**src/rtl/mem_arbiter.sv**
```systemverilog
// Single-port memory arbiter between instruction fetch and data access.
// Data wins by default; a starvation counter forces a fetch after IF_STARVE_MAX data grants.
module mem_arbiter #(
  parameter int unsigned IF_STARVE_MAX = 4
) (
  input  logic        clk,
  input  logic        rst,
  input  logic        if_req,
  input  logic [31:0] if_addr,
  output logic        if_gnt,
  output logic        if_rvalid,
  output logic [31:0] if_rdata,
  input  logic        d_req,
  input  logic        d_we,
  input  logic [1:0]  d_size,
  input  logic [31:0] d_addr,
  input  logic [31:0] d_wdata,
  output logic        d_gnt,
  output logic        d_done,
  output logic        d_err,
  output logic [31:0] d_rdata,
  output logic        stall_o,
  output logic        ram_ce,
  output logic        ram_we,
  output logic [31:0] ram_addr,
  output logic [31:0] ram_wdata,
  input  logic [31:0] ram_rdata
);

  localparam int unsigned CW = $clog2(IF_STARVE_MAX + 1);
  localparam logic [CW-1:0] STARVE_MAX = CW'(IF_STARVE_MAX);

  localparam logic [1:0] IDLE    = 2'd0;
  localparam logic [1:0] IF_RESP = 2'd1;
  localparam logic [1:0] D_RESP  = 2'd2;
  localparam logic [1:0] RMW_WR  = 2'd3;

  localparam logic [31:0] WORD_MASK = 32'hFFFF_FFFC;

  logic [1:0]    state;
  logic [1:0]    state_nxt;
  logic [CW-1:0] starve_cnt;

  logic [31:0]   lat_addr;
  logic [15:0]   lat_wdata;
  logic [1:0]    lat_size;
  logic          lat_we;
  logic          lat_err;

  logic          d_mis;
  logic          if_force;
  logic          if_win;
  logic          d_win;
  logic [31:0]   merged;

  always_comb begin
    d_mis = 1'b0;
    case (d_size)
      2'b00:   d_mis = 1'b0;
      2'b01:   d_mis = d_addr[0];
      2'b10:   d_mis = (d_addr[1:0] != 2'b00);
      default: d_mis = 1'b1;
    endcase
  end

  // Grants are gated by rst so nothing escapes while reset is held.
  always_comb begin
    if_force = if_req && (starve_cnt == STARVE_MAX);
    if_win   = !rst && (state == IDLE) && if_req && (!d_req || if_force);
    d_win    = !rst && (state == IDLE) && d_req && !if_force;
  end

  // Sub-word store merge: lat_wdata is LSB-aligned, lanes chosen by latched address.
  always_comb begin
    merged = ram_rdata;
    if (lat_size == 2'b00) begin
      case (lat_addr[1:0])
        2'b00:   merged[7:0]   = lat_wdata[7:0];
        2'b01:   merged[15:8]  = lat_wdata[7:0];
        2'b10:   merged[23:16] = lat_wdata[7:0];
        default: merged[31:24] = lat_wdata[7:0];
      endcase
    end else begin
      if (lat_addr[1]) merged[31:16] = lat_wdata[15:0];
      else             merged[15:0]  = lat_wdata[15:0];
    end
  end

  always_comb begin
    state_nxt = state;
    if_gnt    = 1'b0;
    if_rvalid = 1'b0;
    if_rdata  = '0;
    d_gnt     = 1'b0;
    d_done    = 1'b0;
    d_err     = 1'b0;
    d_rdata   = '0;
    ram_ce    = 1'b0;
    ram_we    = 1'b0;
    ram_addr  = '0;
    ram_wdata = '0;
    case (state)
      IDLE: begin
        if (if_win) begin
          if_gnt    = 1'b1;
          ram_ce    = 1'b1;
          ram_addr  = if_addr & WORD_MASK;
          state_nxt = IF_RESP;
        end else if (d_win) begin
          d_gnt     = 1'b1;
          state_nxt = D_RESP;
          if (!d_mis) begin
            ram_ce   = 1'b1;
            ram_addr = d_addr & WORD_MASK;
            if (d_we && d_size == 2'b10) begin
              ram_we    = 1'b1;
              ram_wdata = d_wdata;
            end else if (d_we) begin
              state_nxt = RMW_WR;
            end
          end
        end
      end
      IF_RESP: begin
        if_rvalid = 1'b1;
        if_rdata  = ram_rdata;
        state_nxt = IDLE;
      end
      RMW_WR: begin
        ram_ce    = 1'b1;
        ram_we    = 1'b1;
        ram_addr  = lat_addr & WORD_MASK;
        ram_wdata = merged;
        state_nxt = D_RESP;
      end
      D_RESP: begin
        d_done    = 1'b1;
        d_err     = lat_err;
        d_rdata   = (lat_we || lat_err) ? '0 : ram_rdata;
        state_nxt = IDLE;
      end
      default: state_nxt = IDLE;
    endcase
  end

  assign stall_o = d_req && !d_done && !rst;

  always_ff @(posedge clk or posedge rst) begin
    if (rst) begin
      state <= IDLE;
    end else begin
      state <= state_nxt;
    end
  end

  always_ff @(posedge clk or posedge rst) begin
    if (rst) begin
      starve_cnt <= '0;
    end else if (if_win) begin
      starve_cnt <= '0;
    end else if (d_win) begin
      if (!if_req)                       starve_cnt <= '0;
      else if (starve_cnt != STARVE_MAX) starve_cnt <= starve_cnt + 1'b1;
    end
  end

  always_ff @(posedge clk or posedge rst) begin
    if (rst) begin
      lat_addr  <= '0;
      lat_wdata <= '0;
      lat_size  <= '0;
      lat_we    <= 1'b0;
      lat_err   <= 1'b0;
    end else if (d_win) begin
      lat_addr  <= d_addr;
      lat_wdata <= d_wdata[15:0];
      lat_size  <= d_size;
      lat_we    <= d_we;
      lat_err   <= d_mis;
    end
  end

endmodule

```
**config.mk**
```make
export PLATFORM = sky130hd
export DESIGN_NAME = mem_arbiter
export DESIGN_NICKNAME = d
export VERILOG_FILES = /design/src/rtl/mem_arbiter.sv
export SDC_FILE = /design/constraint.sdc
export NUM_CORES = 1
export LEC_CHECK = 0
export CAP_MARGIN = 20
export CORE_MARGIN = 2
export CORE_UTILIZATION = 43
export DETAILED_ROUTE_END_ITERATION = 12
export PLACE_DENSITY = 0.86
export SLEW_MARGIN = 20
export SYNTH_ARGS = -nofsm -noshare
export SYNTH_HDL_FRONTEND = slang
export SYNTH_SLANG_ARGS = --single-unit
```
**constraint.sdc**
```tcl
create_clock -name clk -period 4.5 [get_ports clk]
set_clock_uncertainty 0.1 [all_clocks]
set_input_delay 0.45 -clock clk [delete_from_list [all_inputs] [get_ports clk]]
set_output_delay 0.45 -clock clk [all_outputs]
set_load 0.01 [all_outputs]
```
==> After elaboration in Yosys (flattened, before gate mapping) <==
Cells that the tools add are included.
{ "totals": {"regBits": 57, "latchBits": 0, "mem_bits_rw": 0, "mem_bits_ro": 0, "out_inout_bits": 136, "wordCells": 90, "n_memories": 0} }
{ "op_classes": {"n_addsub": 1, "multipliers": 0, "div": 0, "order_cmp": 0, "eq_ne": 11, "shifts": 0, "muxes": 47, "bitwise": 0, "n_reduce_logical": 24} }
{ "ops": {"columns": ["op", "n"], "rows": [
  ["$mux W32", 11],
  ["$pmux W32 S2", 2],
  ["$mux W16", 2],
  ["$mux W8", 4],
  ["$mux W1", 18],
  ["$mux W3", 4],
  ["$logic_and A1 B1 Y1", 9],
  ["$eq A2 B2 Y1 const B", 4],
  ["$logic_not A2 Y1", 4],
  ["$eq A2 B1 Y1 const B", 3],
  ["$ne A3 B3 Y1 const B", 2],
  ["$pmux W2 S3", 1],
  ["$logic_not A1 Y1", 4],
  ["$mux W2", 2],
  ["$pmux W1 S2", 2],
  ["$reduce_bool A2 Y1", 2],
  ["$add A3 B1 Y3 const B", 1],
  ["$eq A3 B3 Y1 const B", 1],
  ["$ne A3 B1 Y1 const B", 1],
  ["$pmux W1 S3", 1],
  ["$reduce_or A3 Y1", 1],
  ["$logic_or A1 B1 Y1", 2],
  ["$reduce_and A2 Y1", 1],
  ["$reduce_or A2 Y1", 1]
]} }

==> Longest topological paths before layout <==
Gate-level depths: netlist of run 1.
{ "depth": {"ltp_word": 7, "mapped_depth": 7, "depth_no_buf": 5} }

==> Worst setup path before layout of run 1 <==
No wires, ideal clock.
{ "synth_path": {"path_type": "register to output", "start": "reg state[0]", "end": "out ram_wdata[14]", "arrival_ns": 1.646, "required_ns": 3.950, "slack_ns": 2.304, "stages_incl_launch_ff": 7, "n_path_buf": 2, "path_cell_list": "dfrtp_1 > inv_1 > ha_1 > nand2b_1 > buf_1 > buf_2 > o32ai_1"} }
{ "synth_between": {"elab_chain_len": 7, "word_cells_on_any_way": 10, "classes_between": "eq/ne: 1; mux: 3; reduce/logical: 6"} }
{ "synth_rtl": {"columns": ["item", "line", "text"], "rows": [
  ["start, declared", "40", "logic [1:0] state;"],
  ["start signal, assigned", "152", "state <= state_nxt;"],
  ["$logic_not A2 Y1", "69, 70, 102", null],
  ["$logic_and A1 B1 Y1", "69, 70", null],
  ["$logic_and A1 B1 Y1 (2 in series)", "70", "d_win = !rst && (state == IDLE) && d_req && !if_force;"],
  ["$mux W32", "109", "end else if (d_win) begin"],
  ["$mux W32", "104", "if (if_win) begin"],
  ["$pmux W32 S2 (*)", "102", "case (state)"],
  ["end, declared", "26", "output logic [31:0] ram_wdata,"]
]} }
Every way passes the cells marked *; elsewhere a longest branch is shown, timed or not.

==> Final worst setup path of run 1 <==
{ "layout_path": {"start": "reg state[0]", "end": "out ram_addr[17]"} }
{ "layout_between": {"elab_chain_len": 7, "word_cells_on_any_way": 10, "classes_between": "eq/ne: 1; mux: 3; reduce/logical: 6"} }
{ "layout_rtl": {"columns": ["item", "line", "text"], "rows": [
  ["$logic_not A2 Y1", "69, 70, 102", null],
  ["$logic_and A1 B1 Y1", "69, 70", null],
  ["$logic_and A1 B1 Y1 (2 in series)", "70", null],
  ["$mux W32", "109", null],
  ["$mux W32", "104", null],
  ["$pmux W32 S2 (*)", "102", null],
  ["end, declared", "25", "output logic [31:0] ram_addr,"]
]} }
Marks and branches as above.

==> reports/results.md, run 1 <==
| Group | Parameter | Value |
|:---|:---|:---|
| timing | Worst-case headroom to the max-slew limit | 39.1% |
| placement | Cell Count Post-Placement | 883 |
| setup path | Critical-path maximum fanout | 33 |
| cts | Buffer depth of the longest clock path | 2 |
| cts | Register clock-pin slew on the reported worst setup and hold paths | 0.06 ns |
| final layout | Proportion of layout cells with a drive suffix above 1 | 11.1% |
| timing | Min cycle time layout | 3.59 ns |
| run status | Status | completed |
| global route | Global-route wire length before repair | 24.7 mm |
| final layout | Area of the multi-input gates | 2810 sq um |
| cts | Clock insertion delay at the later pin of the skew report | 0.33 ns |
| final layout | Final Net Count | 895 |
| final layout | Synth-to-layout area growth | 57.3% |
| floorplanning | Total Die Area | 12000 sq um |
| synth | Count of state elements after synthesis | 57 |
| floorplanning | Chip height | 110 microns |
| cts | Hold buffer count at CTS | 0 |
| timing | Final Max Slew Viols | 0 |
| final layout | Final cell count without fillers | 897 |
| pwr | Worst supply voltage drop on vdd | 0.265 mV |
| timing | Unrepaired setup endpoints after global routing | false |
| synth | Dominant cells by area after synthesis | dfrtp_1, mux2_4, and2_1, inv_1, a32oi_1 |
| timing | Tcrit/Tclk final | 79.8% |
| setup path | Number of cells traversed by the worst register-to-register path | 5 |
| setup path | Critical path startpoint category | register |
| pwr | Total power of the final layout | 3.40 mW |
| placement | Final HPWL DP | 12.3 mm |
| setup path | Critical Path End Type | output pin |
| cts | Post_cts resized | 0 |
| cts | CTS tree | done |
| synth | Number of warning messages in the yosys log | 0 |
| placement | Placer congestion estimate | 0.852 |
| final layout | Register area | 1430 sq um |
| floorplanning | Cell Rows | 38 |
| synth | Cell with the most instances after synthesis | inv_1 |
| setup path | Setup CP Type | reg -> out |
| synth | Share of flip-flops with an asynchronous set or reset after synthesis | 100% |
| run | Total of max-cap violations | 0 |
| final layout | Diode count | 0 |
| synth | Top cell types by occurrence after synthesis | inv_1, and2_1, dfrtp_1, mux2_4, o21ai_0 |
| timing | Setup TNS | 0 ns |
| routing | Vias per std cell | 5.54 |
| cts | Setup bufs post-CTS | 0 |
| routing | Final wirelength | 16.2 mm |
| floorplanning | Core Box Area | 10900 sq um |
| global route | Antenna violations before repair | 0 |
| setup path | Flop-to-flop setup slack | 2.43 ns |
| global route | Total GRT Usage | 26.3% |
| synth | Avg Synthesized Cell Area | 9.28 sq um |
| routing | Routed wire per std cell | 18.1 microns |
| hold path | Worst min-delay path category | reg -> reg |
| global route | Largest net degree at the start of global routing | 58 |
| routing | DRC violation count after routing | 0 |
| timing | Least-Margin Pin Slew | 0.914 ns |
| timing | Maximum clock rate | 0.279 GHz |
| setup path | Arrival time of data at the critical path endpoint | 3.04 ns |
| synth | Sequential area share after synthesis | 29.7% |
| cts | H-tree lvl count | 3 |
| setup path | Endpoint of the worst setup timing path | ram_addr[17] |
| cts | CTS Buf Count | 9 |
| setup path | Crit path cell chain | inv_1 > ha_1 > nor2b_4 > buf_4 > a32oi_1 > o21ai_0 > clkdlybuf4s50_1 |
| routing | Overall via count from detail_route | 4971 |
| synth | Post-synthesis cell area | 4810 sq um |
| floorplanning | Die width | 110 microns |
| setup path | Endpoint of the worst register-to-register path | lat_addr[9]$_DFFE_PP0N_ |
| global route | Vias in the first global route | 4896 |
| synth | Most used flip-flop cell after synthesis | dfrtp_1 |
| setup path | Required time of the critical path | 3.95 ns |
| synth | Yosys cell types | 55 |
| setup path | Reg2Reg Launch Point | state[0]$_DFFE_PP0P_ |
| placement | Port bufs | 266 |
| final layout | Layout filler cell count | 849 |
| global route | Total congestion overflow after global routing | 0 |
| synth | Synth top area share | 29.7% |
| setup path | Cell with the largest stage delay on the worst path | nor2b_4 |
| synth | Number of enable-type register cells in the synthesized netlist | 0 |
| pwr | Power per cell area | 450 nW/um^2 |
| timing | Final Hold Viols | 0 |
| setup path | Worst path max stage delay | 0.59 ns |
| synth | Gate count of the mapped netlist | 518 |
| floorplanning | Number of I/O pins | 271 |
| setup path | Critical path launch point | state[0]$_DFFE_PP0P_ |
| timing | Hold slack final | 0.411 ns |
| routing | First-pass iteration count of the detailed router | 4 |
| routing | Violation count after the first detailed-route iteration | 315 |
| cts | Count of clock tree sinks | 57 |
| cts | CTS Root Cell | clkbuf_8 |
| synth | Library cell with the largest summed area after synthesis | dfrtp_1 |
| timing | Number of endpoints failing setup at the final stage | 0 |
| routing | Post-DRT Antenna Nets | 0 |
| floorplanning | Initial cell density of the core | 44.1% |
| pwr | Leakage | 3.25 nW |
-- logic make-up after synthesis --
group,count (synthesis),share of synthesized area [%]
flip-flops,57,29.7
AO/OA/AOI/OAI,146,22.8
buffers and inverters,121,12.2
multiplexers,53,16.2
adder cells (fa/ha/maj),6,1.56
AND/OR/NAND/NOR,134,17.5
other,1,0.0780
-- metal layers --
metal / track usage [%] / vias to the layer above / routed length (microns)
met5: 0 / - / 0
met4: 11.8 / 0 / 512
met3: 6.52 / 33 / 1410
met2: 46.8 / 233 / 8160
met1: 29.7 / 2371 / 6130
li1: - / 2334 / -
-- worst min-delay path by stage --
stage	startpoint	to	slack, ns	cells past startpoint
6_report	lat_wdata[13]$_DFFE_PP0N_	lat_wdata[13]$_DFFE_PP0N_	0.41	1
5_1_grt	lat_wdata[13]$_DFFE_PP0N_	lat_wdata[13]$_DFFE_PP0N_	0.43	1
4_1_cts	lat_wdata[12]$_DFFE_PP0N_	lat_wdata[12]$_DFFE_PP0N_	0.41	1
3_5_place_dp	lat_wdata[13]$_DFFE_PP0N_	lat_wdata[13]$_DFFE_PP0N_	0.39	1
3_3_place_gp	lat_wdata[12]$_DFFE_PP0N_	lat_wdata[12]$_DFFE_PP0N_	0.39	1
2_1_floorplan	lat_wdata[10]$_DFFE_PP0N_	lat_wdata[10]$_DFFE_PP0N_	0.37	1
-- placed cells by master, fill, tap and decap left out, types with 14 or more instances in the layout --
master           synthesis  routed
a32oi_1                 30      30
and2_1                  67      67
clkdlybuf4s50_1          0     266
dfrtp_1                 57      57
inv_1                   72      71
mux2_4                  49      49
nand2_1                 19      19
o21ai_0                 39      39
o221ai_1                16      16
o311a_1                 14      14
o32ai_1                 16      16
-- where the power goes --
part           switching (mW)  internal (mW)  total [mW]
clock                   0.188          0.225       0.412
sequential              0.269          0.770        1.04
combinational           0.855           1.09        1.95
total                    1.31           2.09        3.40
-- state kept, by name (all words and copies together) (netlist names) --
| register | cells |
|---|---|
| starve_cnt | 3 |
| lat_addr | 32 |
| lat_we | 1 |
| lat_wdata | 16 |
| lat_size | 2 |
| state | 2 |
| lat_err | 1 |
-- through the flow --
step	instance area, sq um	setup WS (ns)	util [%]
2_1_floorplan	4810	2.30	-
3_3_place_gp	7390	1.30	67.9
3_5_place_dp	7390	1.24	67.9
4_1_cts	7560	0.907	69.4
5_1_grt	7560	0.672	69.4
6_report	7560	0.911	69.4
-- final cells by class --
type	count	area share, %
clock buffers	14	2.15
inverters	73	3.63
multi-input cells	341	37.2
flip-flops and latches	57	18.9
well taps	140	2.32
repair buffers	272	35.8
-- critical path: cells and delay by family (launching register included) --
kind,cells,cell delay (ns)
AOI/OAI and AO/OA,2,0.24
adders and majority gates,1,0.38
buffers and inverters,3,1.08
DFF,1,0.39
and+or+nand+nor,1,0.59
Power figures use the tool's default switching activity.
==> run 2: changes to the inputs <==
--- a/config.mk
+++ b/config.mk
@@ -7,9 +7,9 @@
 export LEC_CHECK = 0
 export CAP_MARGIN = 20
 export CORE_MARGIN = 2
-export CORE_UTILIZATION = 43
+export CORE_UTILIZATION = 36
 export DETAILED_ROUTE_END_ITERATION = 12
-export PLACE_DENSITY = 0.86
+export PLACE_DENSITY = 0.76
 export SLEW_MARGIN = 20
 export SYNTH_ARGS = -nofsm -noshare
 export SYNTH_HDL_FRONTEND = slang
==> constraint.sdc (replaced) <==
create_clock -name clk -period 3.2 [get_ports clk]
set_clock_uncertainty 0.1 [all_clocks]
set_input_delay 0.32 -clock clk [delete_from_list [all_inputs] [get_ports clk]]
set_output_delay 0.32 -clock clk [all_outputs]
set_load 0.01 [all_outputs]
==> reports/results.md, run 2 (synthesized netlist as in run 1, its figures left out) <==
| Group | Parameter | Value |
|:---|:---|:---|
| run status | Status | completed |
| routing | Overall via count from detail_route | 4961 |
| final layout | Max reg flops | 32 |
| cts | CTS Root Cell | clkbuf_16 |
| pwr | Worst supply voltage drop on vdd | 0.275 mV |
| cts | Register clock-pin slew on the reported worst setup and hold paths | 0.05 ns |
| routing | First-pass iteration count of the detailed router | 6 |
| pwr | Leakage | 3.44 nW |
| timing | Worst-case headroom to the max-slew limit | 55.0% |
| floorplanning | Total Die Area | 14300 sq um |
| cts | Count of clock tree sinks | 57 |
| setup path | Critical path startpoint category | register |
| placement | Port bufs | 266 |
| pwr | Total power of the final layout | 5.19 mW |
| floorplanning | Die width | 120 microns |
| setup path | Critical Path End Type | output pin |
| routing | Final wirelength | 16.4 mm |
| final layout | Commonest non-fill, non-tap cell in the layout | clkdlybuf4s50_1 |
| setup path | Crit path cell chain | inv_1 > ha_2 > and4bb_1 > nand4_2 > buf_6 > o32ai_1 > clkdlybuf4s50_1 |
| timing | Final Hold Viols | 0 |
| final layout | Register area | 1430 sq um |
| final layout | Register bank with the most flops | lat_addr |
| pwr | Switching component of the power | 1.89 mW |
| pwr | Comb power frac | 54.6% |
| final layout | Proportion of layout cells with a drive suffix above 1 | 13.6% |
| cts | H-tree lvl count | 3 |
| hold path | Worst min-delay path category | in -> async |
| floorplanning | Core Box Area | 13100 sq um |
| timing | Hold slack final | 0.357 ns |
| global route | Antenna violations before repair | 0 |
| setup path | Critical-path maximum fanout | 33 |
| cts | CTS tree | done |
| floorplanning | Number of I/O pins | 271 |
| timing | Unrepaired setup endpoints after global routing | false |
| cts | CTS Buf Count | 9 |
| placement | Final HPWL DP | 12.7 mm |
| cts | Buffer depth of the longest clock path | 2 |
| floorplanning | Initial cell density of the core | 36.6% |
| routing | DRC violation count after routing | 0 |
| setup path | Flop-to-flop setup slack | 0.96 ns |
| placement | Placer congestion estimate | 0.884 |
| final layout | Final cell count without fillers | 949 |
| setup path | Worst path max stage delay | 0.61 ns |
| final layout | Design area | 7890 sq um |
| run | Total of max-cap violations | 0 |
| final layout | Synth-to-layout area growth | 64.2% |
| global route | Largest net degree at the start of global routing | 36 |
| cts | Clock insertion delay at the later pin of the skew report | 0.32 ns |
| timing | Tcrit/Tclk final | 95.8% |
| cts | Hold buffer count at CTS | 0 |
| setup path | Cell with the largest stage delay on the worst path | clkdlybuf4s50_1 |
| timing | Min cycle time layout | 3.07 ns |
| timing | Setup TNS | 0 ns |
| floorplanning | Cell Rows | 42 |
| floorplanning | Chip height | 120 microns |
| setup path | Arrival time of data at the critical path endpoint | 2.65 ns |
| timing | Number of endpoints failing setup at the final stage | 0 |
| routing | Vias per std cell | 5.23 |
| global route | Global-route wire length before repair | 25.8 mm |
| timing | Maximum clock rate | 0.326 GHz |
| global route | Total GRT Usage | 22.6% |
| routing | Post-DRT Antenna Nets | 0 |
| timing | Least-Margin Pin Slew | 0.672 ns |
| setup path | Required time of the critical path | 2.78 ns |
| global route | Total congestion overflow after global routing | 0 |
| placement | Placement-stage cell area | 7530 sq um |
| placement | Cell Count Post-Placement | 929 |
| pwr | Total internal power | 3.30 mW |
| pwr | Switching Fraction | 36.4% |
| final layout | Area of the multi-input gates | 2840 sq um |
| setup path | Setup CP Type | reg -> out |
| final layout | Final Net Count | 909 |
| final layout | Largest registers | lat_addr x32, lat_wdata x16, starve_cnt x3 |
| final layout | Diode count | 0 |
| pwr | Power per cell area | 658 nW/um^2 |
| routing | Routed wire per std cell | 17.2 microns |
| final layout | Top library cells by usage in the layout, fill and taps aside | clkdlybuf4s50_1, inv_1, and2_1, dfrtp_1, mux2_4 |
| global route | Vias in the first global route | 4956 |
| pwr | Clock network fraction of total power | 17.7% |
| final layout | Layout filler cell count | 1110 |
| timing | Final Max Slew Viols | 0 |
| routing | Violation count after the first detailed-route iteration | 300 |
| pwr | Seq pwr share | 27.7% |
run 2: routing by layer:
| metal | wire length, microns | GRT usage [%] | vias to the layer above |
|---|---|---|---|
| met5 | 0 | 0 | - |
| met4 | 383 | 8.24 | 0 |
| met3 | 1080 | 5.32 | 23 |
| met2 | 8310 | 39.8 | 231 |
| met1 | 6580 | 26.6 | 2335 |
| li1 | - | - | 2372 |
run 2: worst max-delay path, delay by kind of cell (launching register included):
kind                       cells  cell delay, ns
AOI/OAI and AO/OA              1            0.22
adders and majority gates      1            0.31
DFF                            1            0.41
and+or+nand+nor                2            0.45
buffers and inverters          3            0.91
run 2: path summary, 6_finish.rpt:
kind	depth (start not counted)	end	from
worst min-delay path	2	lat_addr[10]$_DFFE_PP0N_	rst
max in group asynchronous	3	lat_addr[24]$_DFFE_PP0N_	rst
worst max-delay path	7	ram_wdata[13]	state[1]$_DFFE_PP0P_
worst max register to register	6	lat_wdata[13]$_DFFE_PP0N_	state[0]$_DFFE_PP0P_
worst min register to register	1	lat_wdata[9]$_DFFE_PP0N_	lat_wdata[9]$_DFFE_PP0N_
min in group clk	1	lat_wdata[9]$_DFFE_PP0N_	lat_wdata[9]$_DFFE_PP0N_
run 2: cell type report:
type / count / area share [%]
Clock inverter: 3 / 0.508
Clock buffer: 13 / 3.17
Multi-Input combinational cell: 341 / 36.0
Inverter: 73 / 3.52
Timing Repair Buffer: 286 / 35.9
Sequential cell: 57 / 18.1
Tap cell: 176 / 2.79
run 2: stage by stage:
step	util (%)	setup slack [ns]
floorplan	-	1.13
global route	60.0	0.00388
CTS	59.5	-0.0296
finish	60.0	0.133
detailed placement	57.3	0.290
global placement	57.3	0.252
run 2: power groups by stage:
stage | Sequential, mW | Clock [mW] | Combinational [mW]
3_3_place_gp | 1.41 | 0 | 2.74
3_5_place_dp | 1.42 | 0 | 2.79
6_report | 1.44 | 0.919 | 2.83
4_1_cts | 1.43 | 0.947 | 2.80
5_1_grt | 1.49 | 0.990 | 3.05
2_1_floorplan | 1.25 | 0 | 1.89
run 2: repair_timing:
item / CTS / global route
setup buffers: 0 / 4
pin swaps: 0 / 2
gates resized for setup: 5 / 9
endpoints found under the setup margin: 6 / 60
==> run 3: changes to the inputs <==
--- a/config.mk
+++ b/config.mk
@@ -7,9 +7,9 @@
 export LEC_CHECK = 0
 export CAP_MARGIN = 20
 export CORE_MARGIN = 2
-export CORE_UTILIZATION = 36
+export CORE_UTILIZATION = 43
 export DETAILED_ROUTE_END_ITERATION = 12
-export PLACE_DENSITY = 0.76
+export PLACE_DENSITY = 0.86
 export SLEW_MARGIN = 20
 export SYNTH_ARGS = -nofsm -noshare
 export SYNTH_HDL_FRONTEND = slang
==> constraint.sdc (replaced) <==
create_clock -name clk -period 3.95 [get_ports clk]
set_clock_uncertainty 0.1 [all_clocks]
set_input_delay 0.395 -clock clk [delete_from_list [all_inputs] [get_ports clk]]
set_output_delay 0.395 -clock clk [all_outputs]
set_load 0.01 [all_outputs]
==> reports/results.md, run 3 (synthesized netlist as in run 1, its figures left out) <==
| Group | Parameter | Value |
|:---|:---|:---|
| final layout | Diode count | 0 |
| routing | Violation count after the first detailed-route iteration | 234 |
| routing | First-pass iteration count of the detailed router | 4 |
| global route | Global-route wire length before repair | 25.2 mm |
| routing | Final wirelength | 16.7 mm |
| run status | Status | completed |
| placement | Port bufs | 266 |
| hold path | WHS Endpoint | lat_wdata[10]$_DFFE_PP0N_ |
| cts | Clock insertion delay at the later pin of the skew report | 0.31 ns |
| timing | Least-Margin Pin Slew | 0.950 ns |
| setup path | Setup CP Type | reg -> out |
| floorplanning | Core Box Area | 10900 sq um |
| final layout | Largest registers | lat_addr x32, lat_wdata x16, starve_cnt x3 |
| setup path | Critical Path End Type | output pin |
| setup path | Flop-to-flop setup slack | 1.63 ns |
| setup path | Endpoint of the worst register-to-register path | lat_addr[29]$_DFFE_PP0N_ |
| floorplanning | Number of I/O pins | 271 |
| timing | Setup TNS | 0 ns |
| routing | DRC violation count after routing | 0 |
| global route | Vias in the first global route | 4851 |
| floorplanning | Cell Rows | 38 |
| setup path | Critical-path maximum fanout | 30 |
| final layout | Top library cells by usage in the layout, fill and taps aside | clkdlybuf4s50_1, inv_1, and2_1, dfrtp_1, mux2_4 |
| floorplanning | Chip height | 110 microns |
| cts | Count of clock tree sinks | 57 |
| routing | Overall via count from detail_route | 4939 |
| cts | CTS Root Cell | clkbuf_8 |
| run | Total of max-cap violations | 0 |
| final layout | Register bank with the most flops | lat_addr |
| global route | Largest net degree at the start of global routing | 43 |
| final layout | Proportion of layout cells with a drive suffix above 1 | 11.8% |
| pwr | Worst supply voltage drop on vdd | 0.269 mV |
| cts | Buffer depth of the longest clock path | 2 |
| final layout | Max reg flops | 32 |
| timing | Maximum clock rate | 0.294 GHz |
| final layout | Synth-to-layout area growth | 58.3% |
| timing | Unrepaired setup endpoints after global routing | false |
| timing | Hold slack final | 0.409 ns |
| timing | Worst-case headroom to the max-slew limit | 36.7% |
| routing | Vias per std cell | 5.48 |
| pwr | Power per cell area | 521 nW/um^2 |
| final layout | Area of the multi-input gates | 2810 sq um |
| global route | Total GRT Usage | 26.9% |
| routing | Routed wire per std cell | 18.5 microns |
| hold path | Cell count of the worst hold path | 1 |
| setup path | Number of cells traversed by the worst register-to-register path | 6 |
| floorplanning | Die width | 110 microns |
| cts | Register clock-pin slew on the reported worst setup and hold paths | 0.07 ns |
| cts | Setup bufs post-CTS | 0 |
| setup path | Reg2Reg Launch Point | state[0]$_DFFE_PP0P_ |
| cts | CTS tree | done |
| timing | Number of endpoints failing setup at the final stage | 0 |
| hold path | Hold path start | lat_wdata[10]$_DFFE_PP0N_ |
| timing | Final Hold Viols | 0 |
| timing | Min cycle time layout | 3.40 ns |
| hold path | Worst min-delay path category | reg -> reg |
| cts | Hold buffer count at CTS | 0 |
| floorplanning | Initial cell density of the core | 44.1% |
| setup path | Critical path startpoint category | register |
| global route | Antenna violations before repair | 0 |
| cts | Post_cts resized | 0 |
| setup path | Arrival time of data at the critical path endpoint | 2.90 ns |
| floorplanning | Total Die Area | 12000 sq um |
| final layout | Final Net Count | 897 |
| cts | H-tree lvl count | 3 |
| timing | Final Max Slew Viols | 0 |
| routing | Post-DRT Antenna Nets | 0 |
| final layout | Layout filler cell count | 822 |
| setup path | Required time of the critical path | 3.45 ns |
| cts | CTS Buf Count | 9 |
| pwr | Leakage | 3.27 nW |
| final layout | Register area | 1430 sq um |
| timing | Tcrit/Tclk final | 86.0% |
| placement | Placer congestion estimate | 0.856 |
| placement | Final HPWL DP | 12.6 mm |
| final layout | Commonest non-fill, non-tap cell in the layout | clkdlybuf4s50_1 |
| global route | Total congestion overflow after global routing | 0 |
-- run 3: layout make-up --
| type | count | area share (%) |
|---|---|---|
| clock buffer | 11 | 1.86 |
| clock inverter | 5 | 0.724 |
| inverter | 73 | 3.60 |
| multi-input combinational | 341 | 37.0 |
| sequential | 57 | 18.8 |
| tap | 140 | 2.30 |
| timing repair buffer | 274 | 35.8 |
-- run 3: per-layer routing --
layer / GRT usage, % / wire [microns] / share of wire, % / vias to the layer above
li1: - / - / - / 2342
met4: 8.95 / 354 / 2.1 / 0
met2: 48.3 / 8550 / 51 / 233
met5: 0 / 0 / 0 / -
met3: 6.52 / 1250 / 7.5 / 24
met1: 31.1 / 6500 / 39 / 2340
-- run 3: worst max-delay path, cell delays in order, from the launching register on --
cell,delay (ns)
dfrtp_1,0.40
inv_1,0.08
ha_1,0.38
and4bb_2,0.77
a32oi_1,0.21
o21ai_0,0.14
clkdlybuf4s50_1,0.60
-- run 3: worst max path at each step --
stage	startpoint	to	slack (ns)	depth (start not counted)
after floorplan	state[0]$_DFFE_PP0P_	ram_wdata[14]	1.81	6
final	state[0]$_DFFE_PP0P_	ram_addr[8]	0.55	6
after CTS	state[0]$_DFFE_PP0P_	ram_addr[8]	0.53	6
after global placement	if_req	ram_addr[17]	0.86	5
after detailed placement	if_req	ram_addr[8]	0.76	5
after global routing	state[0]$_DFFE_PP0P_	ram_addr[3]	0.34	6
-- run 3: stage by stage --
stage / std cells / area (sq um) / setup WS [ns] / utilization (%) / power, mW
after global placement: 885 / 7410 / 0.855 / 68.1 / 3.32
final: 901 / 7610 / 0.553 / 69.9 / 3.96
after floorplan: 519 / 4810 / 1.81 / - / 2.55
after CTS: 901 / 7610 / 0.534 / 69.9 / 3.97
after global routing: 901 / 7610 / 0.338 / 69.9 / 4.22
after detailed placement: 885 / 7410 / 0.761 / 68.1 / 3.40
-- run 3: power by group --
group	leakage [nW]	switching (mW)	internal, mW
logic	2.50	0.967	1.25
registers	0.679	0.331	0.876
clock network	0.0953	0.234	0.307
total	3.27	1.53	2.43
